[config.mk]
export PLATFORM = sky130hd
export DESIGN_NAME = syncword_correlator
export DESIGN_NICKNAME = d
export VERILOG_FILES = /design/src/rtl/bt_corr_pkg.sv /design/src/rtl/popcnt16.sv /design/src/rtl/syncword_correlator.sv
export SDC_FILE = /design/constraint.sdc
export NUM_CORES = 1
export LEC_CHECK = 0
export ABC_AREA = 1
export BUFFER_PORTS_ARGS = -buffer_cell sky130_fd_sc_hd__buf_2
export CORE_MARGIN = 8
export CORE_UTILIZATION = 30
export DETAILED_ROUTE_END_ITERATION = 6
export SYNTH_ARGS = -nofsm -noshare
export SYNTH_HDL_FRONTEND = slang
export SYNTH_HIERARCHICAL = 1
export SYNTH_SLANG_ARGS = --single-unit
[constraint.sdc]
create_clock -name clk_6M -period 5.8 [get_ports clk_6M]
set_input_delay 0.87 -clock clk_6M [delete_from_list [all_inputs] [get_ports clk_6M]]
set_output_delay 0.87 -clock clk_6M [all_outputs]
set_load 0.05 [all_outputs]
[src/rtl/bt_corr_pkg.sv]
// Shared types and sizing for the access-code correlator.
package bt_corr_pkg;

    localparam int unsigned SYNC_LEN = 64;
    localparam int unsigned CHUNK_W  = 16;
    localparam int unsigned NCHUNK   = SYNC_LEN / CHUNK_W;

    typedef enum logic [2:0] {
        IDLE,
        FILL,
        CORR,
        HIT,
        DONE
    } corr_state_e;

endpackage

[src/rtl/popcnt16.sv]
// Combinational population count of one correlation chunk.
module popcnt16
    import bt_corr_pkg::*;
(
    input  logic [CHUNK_W-1:0] din_i,
    output logic [4:0]         cnt_o
);

    always_comb begin
        cnt_o = '0;
        for (int i = 0; i < CHUNK_W; i++) begin
            cnt_o = cnt_o + 5'(din_i[i]);
        end
    end

endmodule

[src/rtl/syncword_correlator.sv]
// Sliding-window sync word correlator: counts bit errors chunk by chunk between bit strobes and
// flags the first window within threshold, or a timeout when the search length runs out.
module syncword_correlator
    import bt_corr_pkg::*;
#(
    parameter int unsigned WIN_W = 12
) (
    input  logic                clk_6M,
    input  logic                rstz,
    input  logic                p_1us,
    input  logic                rxbit,
    input  logic                corr_window,
    input  logic                page,
    input  logic                inquiry,
    input  logic                conns,
    input  logic                ps,
    input  logic                mpr,
    input  logic                spr,
    input  logic                regi_inquiryDIAC,
    input  logic [SYNC_LEN-1:0] regi_syncword_CAC,
    input  logic [SYNC_LEN-1:0] regi_syncword_DAC,
    input  logic [SYNC_LEN-1:0] regi_syncword_DIAC,
    input  logic [SYNC_LEN-1:0] regi_syncword_GIAC,
    input  logic [5:0]          regi_corr_thresh,
    input  logic [WIN_W-1:0]    regi_search_us,
    output logic                rx_trailer_st_p,
    output logic                sync_found,
    output logic [6:0]          sync_errcnt,
    output logic                rx_search_timeout_p,
    output logic                corr_busy
);

    localparam logic [2:0] PH_LAST = 3'(NCHUNK);
    localparam logic [2:0] PH_CMP  = 3'(NCHUNK + 1);

    // Inquiry is the fall-through case of the word select and needs no explicit decode.
    logic unused_inquiry;
    assign unused_inquiry = inquiry;

    corr_state_e         state_q, state_d;
    logic                cw_q;
    logic [SYNC_LEN-1:0] sw_q, sw_d, sr_q, sr_d, sw_sel, diff;
    logic [6:0]          bitcnt_q, bitcnt_d, acc_q, acc_d, errcnt_q, errcnt_d;
    logic [WIN_W-1:0]    uscnt_q, uscnt_d, uscnt_inc;
    logic [2:0]          phase_q, phase_d;
    logic                found_q, found_d;
    logic                trailer_p, timeout_p;
    logic [1:0]          chunk_k;
    logic [CHUNK_W-1:0]  chunk;
    logic [4:0]          chunk_ones;
    logic                search_lim, fill_tmo, corr_tmo, hit, accumulating;

    always_comb begin
        if (conns) begin
            sw_sel = regi_syncword_CAC;
        end else if (page || ps || mpr || spr) begin
            sw_sel = regi_syncword_DAC;
        end else if (regi_inquiryDIAC) begin
            sw_sel = regi_syncword_DIAC;
        end else begin
            sw_sel = regi_syncword_GIAC;
        end
    end

    // phase 1..NCHUNK adds chunk phase-1; phase NCHUNK+1 is the compare cycle.
    assign diff         = sr_q ^ sw_q;
    assign chunk_k      = 2'(phase_q - 3'd1);
    assign chunk        = diff[int'(chunk_k) * CHUNK_W +: CHUNK_W];
    assign accumulating = (phase_q != 3'd0) && (phase_q <= PH_LAST);

    popcnt16 u_popcnt (
        .din_i (chunk),
        .cnt_o (chunk_ones)
    );

    assign uscnt_inc  = uscnt_q + WIN_W'(1);
    assign search_lim = (regi_search_us != '0);
    assign fill_tmo   = search_lim && (uscnt_inc == regi_search_us);
    assign corr_tmo   = search_lim && (uscnt_q == regi_search_us);
    assign hit        = (acc_q <= {1'b0, regi_corr_thresh});

    always_comb begin
        state_d   = state_q;
        sw_d      = sw_q;
        sr_d      = sr_q;
        bitcnt_d  = bitcnt_q;
        uscnt_d   = uscnt_q;
        phase_d   = phase_q;
        acc_d     = acc_q;
        errcnt_d  = errcnt_q;
        found_d   = found_q;
        trailer_p = 1'b0;
        timeout_p = 1'b0;

        unique case (state_q)
            IDLE: begin
                if (corr_window && !cw_q) begin
                    state_d  = FILL;
                    sw_d     = sw_sel;
                    sr_d     = '0;
                    bitcnt_d = '0;
                    uscnt_d  = '0;
                    phase_d  = '0;
                    acc_d    = '0;
                    errcnt_d = '0;
                end
            end
            FILL: begin
                if (p_1us) begin
                    sr_d     = {sr_q[SYNC_LEN-2:0], rxbit};
                    bitcnt_d = bitcnt_q + 7'd1;
                    uscnt_d  = uscnt_inc;
                    // A timeout on the filling strobe is left to that strobe's compare.
                    if (bitcnt_q == 7'(SYNC_LEN - 1)) begin
                        state_d = CORR;
                        phase_d = 3'd1;
                        acc_d   = '0;
                    end else if (fill_tmo) begin
                        timeout_p = 1'b1;
                        state_d   = DONE;
                    end
                end
            end
            CORR: begin
                if (p_1us) begin
                    sr_d    = {sr_q[SYNC_LEN-2:0], rxbit};
                    uscnt_d = uscnt_inc;
                    phase_d = 3'd1;
                    acc_d   = '0;
                end else if (accumulating) begin
                    acc_d   = acc_q + {2'b00, chunk_ones};
                    phase_d = phase_q + 3'd1;
                end else if (phase_q == PH_CMP) begin
                    phase_d = '0;
                    if (hit) begin
                        state_d  = HIT;
                        errcnt_d = acc_q;
                    end else if (corr_tmo) begin
                        timeout_p = 1'b1;
                        state_d   = DONE;
                    end
                end
            end
            HIT: begin
                if (p_1us) begin
                    trailer_p = 1'b1;
                    found_d   = 1'b1;
                    state_d   = DONE;
                end
            end
            DONE: begin
            end
            default: state_d = IDLE;
        endcase

        if (!corr_window) begin
            state_d   = IDLE;
            found_d   = 1'b0;
            phase_d   = '0;
            trailer_p = 1'b0;
            timeout_p = 1'b0;
        end
    end

    always_ff @(posedge clk_6M) begin
        if (!rstz) begin
            state_q  <= IDLE;
            cw_q     <= 1'b0;
            sw_q     <= '0;
            sr_q     <= '0;
            bitcnt_q <= '0;
            uscnt_q  <= '0;
            phase_q  <= '0;
            acc_q    <= '0;
            errcnt_q <= '0;
            found_q  <= 1'b0;
        end else begin
            state_q  <= state_d;
            cw_q     <= corr_window;
            sw_q     <= sw_d;
            sr_q     <= sr_d;
            bitcnt_q <= bitcnt_d;
            uscnt_q  <= uscnt_d;
            phase_q  <= phase_d;
            acc_q    <= acc_d;
            errcnt_q <= errcnt_d;
            found_q  <= found_d;
        end
    end

    // The pulses are combinational, so suppress them on a reset cycle.
    assign rx_trailer_st_p     = trailer_p & rstz;
    assign rx_search_timeout_p = timeout_p & rstz;
    assign sync_found          = found_q;
    assign sync_errcnt         = errcnt_q;
    assign corr_busy           = (state_q != IDLE);

endmodule
# Word-level counts from Yosys, hierarchy flattened
# Index checks and enable logic that the tools add are counted.
# word_totals
regBits,169
latchBits,0
ramBits,0
mem_bits_ro,0
inputBits,286
out_inout_bits,11
word_cells,137
mem_count,0
# op_classes
add_sub_neg,20
multipliers,0
div,0
n_lt_le_gt_ge,2
n_eq_ne,21
shift,1
muxes,53
n_bitwise,4
reduce_logical,26
# op_table
cell,count
$mux W64,5
$pmux W64 S2,1
$add A5 B1 Y5,14
$mux W7,10
$shiftx A64 B7 Y16,1
$xor A64 B64 Y64,1
$mux W3,16
$pmux W7 S2,2
$eq A12 B12 Y1,2
$mux W12,2
$pmux W12 S2,1
$pmux W7 S3,1
$ne A2 B2 Y1 const B,8
$pmux W3 S5,1
$add A12 B1 Y12 const B,1
$mux W1,12
$reduce_bool A12 Y1,1
$reduce_and A5 Y1,2
$ne A3 B3 Y1 const B,3
$pmux W3 S3,1
$reduce_and A9 Y1,1
$reduce_bool A3 Y1,3
$add A7 B1 Y7 const B,1
$add A7 B5 Y7,1
23 further kinds,36

# Longest topological paths before layout
# Gate-level depths: netlist of the first run.
# logic_depth
depth_word,21
ltp_mapped,29

# Cells and area by module
# The synthesis of the first run kept the hierarchy.
# modules_own_cells
module,n_inst,cells_each,area_each_um2
syncword_correlator,1,1463,9910.8
popcnt16,1,52,414.1

# Least setup slack after synthesis of the first run
# OpenSTA, ideal clock, no wires.
# synth_timing
kind,reg-to-reg
start,register phase_q[0]
end,register acc_q[6]
setup_time_ps,128
arrival_time_ps,5718
required_time_ps,5672
slack_ps,-46
path_stages_with_launch,29
path_cell_list,dfxtp_1 -> inv_1 -> clkbuf_1 -> clkbuf_1 -> ha_1 -> inv_1 -> clkbuf_1 -> o21ai_0 -> a21oi_1 -> or2_2 -> inv_1 -> fa_1 -> fa_1 -> fa_1 -> fa_1 -> inv_1 -> ha_1 -> inv_1 -> fa_1 -> xnor2_1 -> ha_1 -> nand2_1 -> nand2_1 -> a21oi_1 -> or2_2 -> a21oi_1 -> nand2_1 -> nor2_1 -> nor3b_2
# synth_between
word_cells_on_any_way,26
cone_classes,add/sub (17); order compare (1); eq/ne (1); shift (1); mux (3); reduce/logical (3)
# synth_lines
item,line_no,text
from (decl),syncword_correlator.sv:45,"logic [2:0] phase_q, phase_d;"
from (signal assigned),syncword_correlator.sv:184,phase_q <= phase_d;
$sub A2 B1 Y2,syncword_correlator.sv:67,assign chunk_k = 2'(phase_q - 3'd1);
$shiftx A64 B7 Y16,syncword_correlator.sv:68,assign chunk = diff[int'(chunk_k) * CHUNK_W +: CHUNK_W];
named net chunk[5],syncword_correlator.sv:49,logic [CHUNK_W-1:0] chunk;
$add A5 B1 Y5 (11 in a row),popcnt16.sv:12,cnt_o = cnt_o + 5'(din_i[i]);
named net chunk_ones[2],syncword_correlator.sv:50,logic [4:0] chunk_ones;
$add A7 B5 Y7,syncword_correlator.sv:131,"acc_d = acc_q + {2'b00, chunk_ones};"
$mux W7,syncword_correlator.sv:130,end else if (accumulating) begin
$mux W7,syncword_correlator.sv:125,if (p_1us) begin
$pmux W7 S3,syncword_correlator.sv:95,unique case (state_q)
to (signal assigned),syncword_correlator.sv:174,acc_q <= '0;
to (signal assigned),syncword_correlator.sv:185,acc_q <= acc_d;
to (decl),syncword_correlator.sv:43,"logic [6:0] bitcnt_q, bitcnt_d, acc_q, acc_d, errcnt_q, errcnt_d;"
# The timed path passes the listed nets, and every way through them passes these cells. The select of a mux whose other input is x is not followed.
# A chain may end at the register's enable or synchronous reset.

# Worst setup path after layout of the first run
# layout_timing
start,register phase_q[1]
end,register acc_q[6]
# layout_between
word_cells_on_any_way,26
cone_classes,add/sub (17); order compare (1); eq/ne (1); shift (1); mux (3); reduce/logical (3)
# layout_lines
item,line_no
$sub A2 B1 Y2,syncword_correlator.sv:67
$shiftx A64 B7 Y16,syncword_correlator.sv:68
named net chunk[7],syncword_correlator.sv:49
$add A5 B1 Y5 (9 in a row),popcnt16.sv:12
named net chunk_ones[2],syncword_correlator.sv:50
$add A7 B5 Y7,syncword_correlator.sv:131
$mux W7,syncword_correlator.sv:130
$mux W7,syncword_correlator.sv:125
$pmux W7 S3,syncword_correlator.sv:95
# The timed path passes the listed nets, and every way through them passes these cells. The select of a mux whose other input is x is not followed.

==> metrics.cfg, run 1 <==
[outcome]
status = finished, final reports clean

[synthesis]
synth_edf_count = 0
avgSynthCellArea_um2 = 6.82
netlist_instances = 1515
netlist.top_cell.by_area = dfxtp_1
synth-seq-area-share_pct = 32.8
ys.flop_type = dfxtp_1
synth.area.top_cells = dfxtp_1 (33%), nand2_1 (14%), a21oi_1 (13%), o21ai_0 (8.1%), a31oi_1 (4.0%)
synth_seq_cells = 169
synth_cell_type_count = 41
yosys.area.top_type_share_pct = 32.8
yosys_warnings = 6
async_reset_ff_share_pct = 0
synth_fp_nets = 1834
netlist_area_um2 = 10300

[setup_path]
cp-start-kind = flip-flop
r2r_cells = 25
reg2reg_to = acc_q[6]
path_class = flip-flop to flip-flop
r2r_slack_ps = 370
cp-startpoint = phase_q[1]
cp-end-kind = flip-flop
worstPathRequired_ps = 6110
critPathArrivalTime_ps = 5740
r2r-start = phase_q[1]
crit_path_max_fanout = 7

[flow_run]
max-cap-violations = 0

[route]
vias = 10890
wl_per_cell_um = 16.3
wirelength_um = 36000
drt_iter0_drc = 644
ant_nets = 0
vias_per_cell = 4.92
drt-pass1-iter-count = 5
route.detailed.drc = 0

[global_route]
track_usage_pct = 17.1
grt.overflow.total = 0
grt_pass1_vias = 10674
grt_max_degree = 129
antenna_found_initial = 0
grt_pass1_wl_um = 56600

[layout]
final_common_cell = nand2_1
drive_gt1_share_pct = 22.8
syn2layout_area_growth_pct = 22.7
nFillCells = 3729
fin_nets = 2063
multi_input_area_um2 = 6200
diodes = 0
final_cell_mix = nand2_1 (373), buf_2 (294), a21oi_1 (260)
seq_area_um2 = 3380
fin_util_pct = 37.1

[power]
power.density_nw_per_um2 = 313
p_leak_nw = 5.40
vdd.ir_drop.worst_v = 0.000289

[cts]
clk_pin_slew_ps = 80
cts_root_buffer = clkbuf_16
cts_tree = yes
htreeDepth = 4
cts_buffers = 17
clock-sinks = 169
insertion_delay_ps = 440
clockBufferDepth = 2

[placement]
globalplace.congestion = 0.849
hpwlAfterDp_um = 27400
post-place-ws_ps = 96.0
port_buffers = 295

[timing]
worst_pin_slew_ps = 1070
maxSlewViolCount = 0
holdWs_ps = 441
finalCritPeriodShare_pct = 93.6
final-setup-viol-count = 0
hold_violations = 0
fin_setup_tns_ps = 0
fmax_ghz = 0.184
relSlewSlack_pct = 28.4
grt_setup_unrepaired = false
clock_skew_ps = 21.8
fin_ws_ps = 374
period_minus_slack_ps = 5430

[die]
fp.dieH_um = 202
die_area_um2 = 40600
core_um2 = 34200
die_w_um = 202
initial_core_util_pct = 30.2
rows = 68
pin_count = 297

[hold_path]
whs_path_depth = 2
hold_path_end = sync_errcnt[6]
min-delay-start = sync_errcnt[6]
hold_class = flip-flop to flip-flop

[state kept, by name, summed over array words and instances, names as in the netlist]
register	flops
sr_q	64
sw_q	64
uscnt_q	12
acc_q	7
bitcnt_q	7
sync_errcnt	7
phase_q	3
state_q	3
cw_q	1
sync_found	1
[where the power goes]
group	switching, mW	internal, mW
registers	0.0732	1.23
logic	0.863	0.628
clock network	0.587	0.585
total	1.52	2.45
[per-stage QoR]
| stage | instances | instance area, um2 | power, mW |
|---|---|---|---|
| after floorplan | 1515 | 10300 | 2.36 |
| after global placement | 2177 | 12000 | 2.74 |
| after detailed placement | 2177 | 12000 | 2.78 |
| after CTS | 2209 | 12600 | 3.96 |
| after global routing | 2212 | 12700 | 4.27 |
| final | 2212 | 12700 | 3.97 |
[Yosys cell counts, types with 13 or more instances]
cell type	instances
or2_2	21
nor2_1	50
nor3_1	13
xnor2_1	40
inv_1	75
nand2_1	373
buf_2	34
xor2_1	42
dfxtp_1	169
o21ai_0	167
ha_1	22
clkbuf_1	57
nand3_1	38
a21oi_1	260
a31oi_1	66
[layer usage]
| layer | up-vias | track usage (%) | part of all wire, % |
|---|---|---|---|
| met5 | - | 0 | 0 |
| met4 | 0 | 3.76 | 1.2 |
| met3 | 27 | 3.97 | 6.1 |
| met2 | 340 | 28.4 | 47 |
| met1 | 4964 | 22.2 | 45 |
| li1 | 5559 | - | - |
[critical path, cell delays in order (launching register included)]
cell and delay [ps]:
dfxtp_2 340, inv_1 80, ha_4 310, clkinvlp_4 140
o21ai_0 100, a21oi_1 70, or2_2 300, inv_1 70
fa_1 430, fa_1 510, fa_1 530, fa_1 410
inv_1 60, ha_1 160, inv_1 50, fa_1 400
xnor2_1 170, ha_1 320, nand2_1 80, nand2_1 60
a21oi_1 60, or2_2 290, a21oi_1 140, nand2_1 80
nor2_1 120, nor3b_2 60
[cells by family after synthesis]
family                     after synthesis  synth area share, %
buffers and inverters                  185                 7.40
DFF                                    169                 32.8
adders and majority gates               33                 4.80
AOI/OAI and AO/OA                      507                 25.6
xor gates and xnor gates                82                 6.96
and+or+nand+nor                        539                 22.4
[worst max-delay path by stage]
stage	endpoint	slack, ps	cells past startpoint
2_1_floorplan	acc_q[6]	50	28
3_3_place_gp	acc_q[6]	180	25
3_5_place_dp	acc_q[6]	100	25
4_1_cts	acc_q[6]	100	25
5_1_grt	acc_q[6]	4	25
6_report	acc_q[6]	370	25
[final cells by class]
class                      count  share of cell area, %
multi-input combinational   1161                   48.9
clock inverter                15                   1.37
timing repair inverter         1                 0.0395
sequential                   169                   26.7
inverter                      85                   2.55
clock buffer                  17                   3.36
timing repair buffer         309                   12.6
tap                          455                   4.49
[repair_timing]
item	4_1_cts	5_1_grt
gates resized for setup	0	5
hold buffers	0	0
setup endpoints to repair	0	3
hold endpoints to repair	0	0
setup buffers	0	2
(Power assumes the default switching activity.)
==> run 2, diff against run 1 <==
--- a/config.mk
+++ b/config.mk
@@ -5,7 +5,6 @@
 export SDC_FILE = /design/constraint.sdc
 export NUM_CORES = 1
 export LEC_CHECK = 0
-export ABC_AREA = 1
 export BUFFER_PORTS_ARGS = -buffer_cell sky130_fd_sc_hd__buf_2
 export CORE_MARGIN = 8
 export CORE_UTILIZATION = 30
==> run 2 against run 1 <==
Largest power group is now sequential cells; via count decreased by 15%; critical path depth decreased by 4; clock skew decreased by 11 ps; highest routed layer is now met5.
==> metrics.cfg, run 2 <==
[setup_path]
critPathArrivalTime_ps = 5870
worstPathRequired_ps = 6160
crit_chain = inv_1, ha_1, buf_4, mux4_2, inv_1, fa_1, fa_1, fa_1, fa_1, inv_1, ha_1, inv_1, fa_1, inv_1, fa_1, a21o_1, a21oi_1, nor2b_1, o21ai_0, a21oi_1, o2bb2ai_1
slowest_stage = fa_1
path_class = flip-flop to flip-flop
crit_path_max_fanout = 17
cp-start-kind = flip-flop
slowest_delay_ps = 550
crit_top_cell = fa_1
cp-end-kind = flip-flop

[synthesis]
avgSynthCellArea_um2 = 8.76
synthSimpleGateAreaFrac_pct = 15.6
netlist_area_um2 = 10400
synth_compound_area_share_pct = 24.0
netlist.top_cell.by_area = dfxtp_1
yosys-top-cells-count = dfxtp_1 (169), nand2_1 (156), o21ai_0 (84)
yosys_warnings = 6
yosysMostFrequentCell = dfxtp_1
ys.flop_type = dfxtp_1
synth_fp_nets = 1508
synth_seq_cells = 169
synthMuxAreaShare_pct = 9.71
synth-seq-area-share_pct = 32.5
netlist_instances = 1189
synth_xor_area_share_pct = 8.16
synth_edf_count = 0
synth_top_family_by_area = compound AO/OA/AOI/OAI gates
yosys.area.top_type_share_pct = 32.5
synth_cell_type_count = 54
async_reset_ff_share_pct = 0
synth_adder_area_share_pct = 4.76
synth.area.top_cells = dfxtp_1 (32%), xor2_1 (6.7%), mux2i_1 (6.2%), o211a_1 (6.2%), nand2_1 (5.6%)

[power]
p_leak_nw = 6.08
vdd.ir_drop.worst_v = 0.000185
power.density_nw_per_um2 = 251
power_mw = 3.22

[route]
vias_per_cell = 4.92
wl_per_cell_um = 16.4
drt_iter0_drc = 417
ant_nets = 0
wirelength_um = 31000
route.detailed.drc = 0
drt-pass1-iter-count = 5
vias = 9274

[layout]
final_common_cell = buf_2
fin_nets = 1736
multi_input_area_um2 = 6520
design_area_um2 = 12800
reg.largest.list = sr_q x64, sw_q x64, uscnt_q x12
syn2layout_area_growth_pct = 23.0
final_cell_mix = buf_2 (292), dfxtp_1 (169), nand2_1 (156)
diodes = 0
drive_gt1_share_pct = 25.2
nFillCells = 3575
seq_area_um2 = 3380

[global_route]
grt.overflow.total = 0
grt_pass1_wl_um = 47800
grt_pass1_vias = 9235
antenna_found_initial = 1
track_usage_pct = 14.4
grt_max_degree = 129

[timing]
period_minus_slack_ps = 5510
finalCritPeriodShare_pct = 94.9
fin_setup_tns_ps = 0
clock_skew_ps = 10.6
grt_setup_unrepaired = false
fmax_ghz = 0.182
worst_pin_slew_ps = 1040
maxSlewViolCount = 0
hold_violations = 0
final-setup-viol-count = 0
fin_ws_ps = 294
relSlewSlack_pct = 30.9

[cts]
cts_buffers = 17
ctsResizeCount = 0
post_cts_buffers = 0
cts_tree = yes
postCtsHoldBufs = 0
clockBufferDepth = 2
htreeDepth = 4
cts_root_buffer = clkbuf_16
clk_pin_slew_ps = 70
insertion_delay_ps = 440
clock-sinks = 169

[die]
pin_count = 297
die_area_um2 = 40900
rows = 68
die_w_um = 202
initial_core_util_pct = 30.3
core_um2 = 34400
fp.dieH_um = 202

[placement]
hpwlAfterDp_um = 24000
globalplace.congestion = 0.832
port_buffers = 295
placed_cell_area_um2 = 12200
post-place-ws_ps = 314

[flow_run]
max-cap-violations = 0

[hold_path]
hold_class = flip-flop to flip-flop

[outcome]
status = finished, final reports clean

[run 2: cell type report]
| cell class | instances | share of cell area [%] |
|---|---|---|
| clock buffer | 18 | 3.35 |
| clock inverter | 14 | 1.57 |
| sequential | 169 | 26.4 |
| tap | 455 | 4.44 |
| timing repair buffer | 303 | 12.2 |
| inverter | 40 | 1.17 |
| multi-input combinational | 886 | 50.9 |
[run 2: routing by layer]
| metal | vias up | global-route usage [%] | wire length [um] |
|---|---|---|---|
| met4 | 2 | 2.77 | 249 |
| met5 | - | 0 | 9 |
| li1 | 4749 | - | - |
| met2 | 183 | 26.1 | 16000 |
| met3 | 20 | 3.33 | 1360 |
| met1 | 4320 | 17.2 | 13400 |
[run 2: critical path: cells and delay by family, from the launching register on]
| kind | cells | cell delay (ps) |
|---|---|---|
| flops | 1 | 340 |
| buf+inv | 6 | 570 |
| mux | 1 | 320 |
| fa+ha+maj | 8 | 3220 |
| simple gates | 1 | 70 |
| compound gates | 5 | 910 |
[run 2: path summary, 6_finish.rpt]
kind                            slack [ps]  cells after the start         end  startpoint
worst max-delay path                   290                     21    acc_q[6]  phase_q[0]
worst min-delay path                   460                      1  sync_found  sync_found
worst max register to register         290                     21    acc_q[6]  phase_q[0]
worst min register to register         460                      1  sync_found  sync_found
[run 2: cell families (layout without fill, tap and decap cells)]
family / Yosys count / after routing
simple gates: 334 / 334
buf+inv: 134 / 375
flops: 169 / 169
xor+xnor: 97 / 97
fa+ha+maj: 33 / 33
compound gates: 341 / 341
mux: 81 / 81
[run 2: power by group]
group	switching (mW)	total, mW	internal (mW)
combinational	0.398	0.736	0.338
sequential	0.0436	1.25	1.21
clock	0.531	1.23	0.698
total	0.973	3.22	2.24
[run 2: metrics by stage]
stage | hold slack (ps) | util (%) | std cells
floorplan | 450 | - | 1189
global placement | 434 | 35.4 | 1853
detailed placement | 443 | 35.4 | 1853
CTS | 458 | 37.3 | 1885
global route | 473 | 37.3 | 1885
finish | 456 | 37.3 | 1885
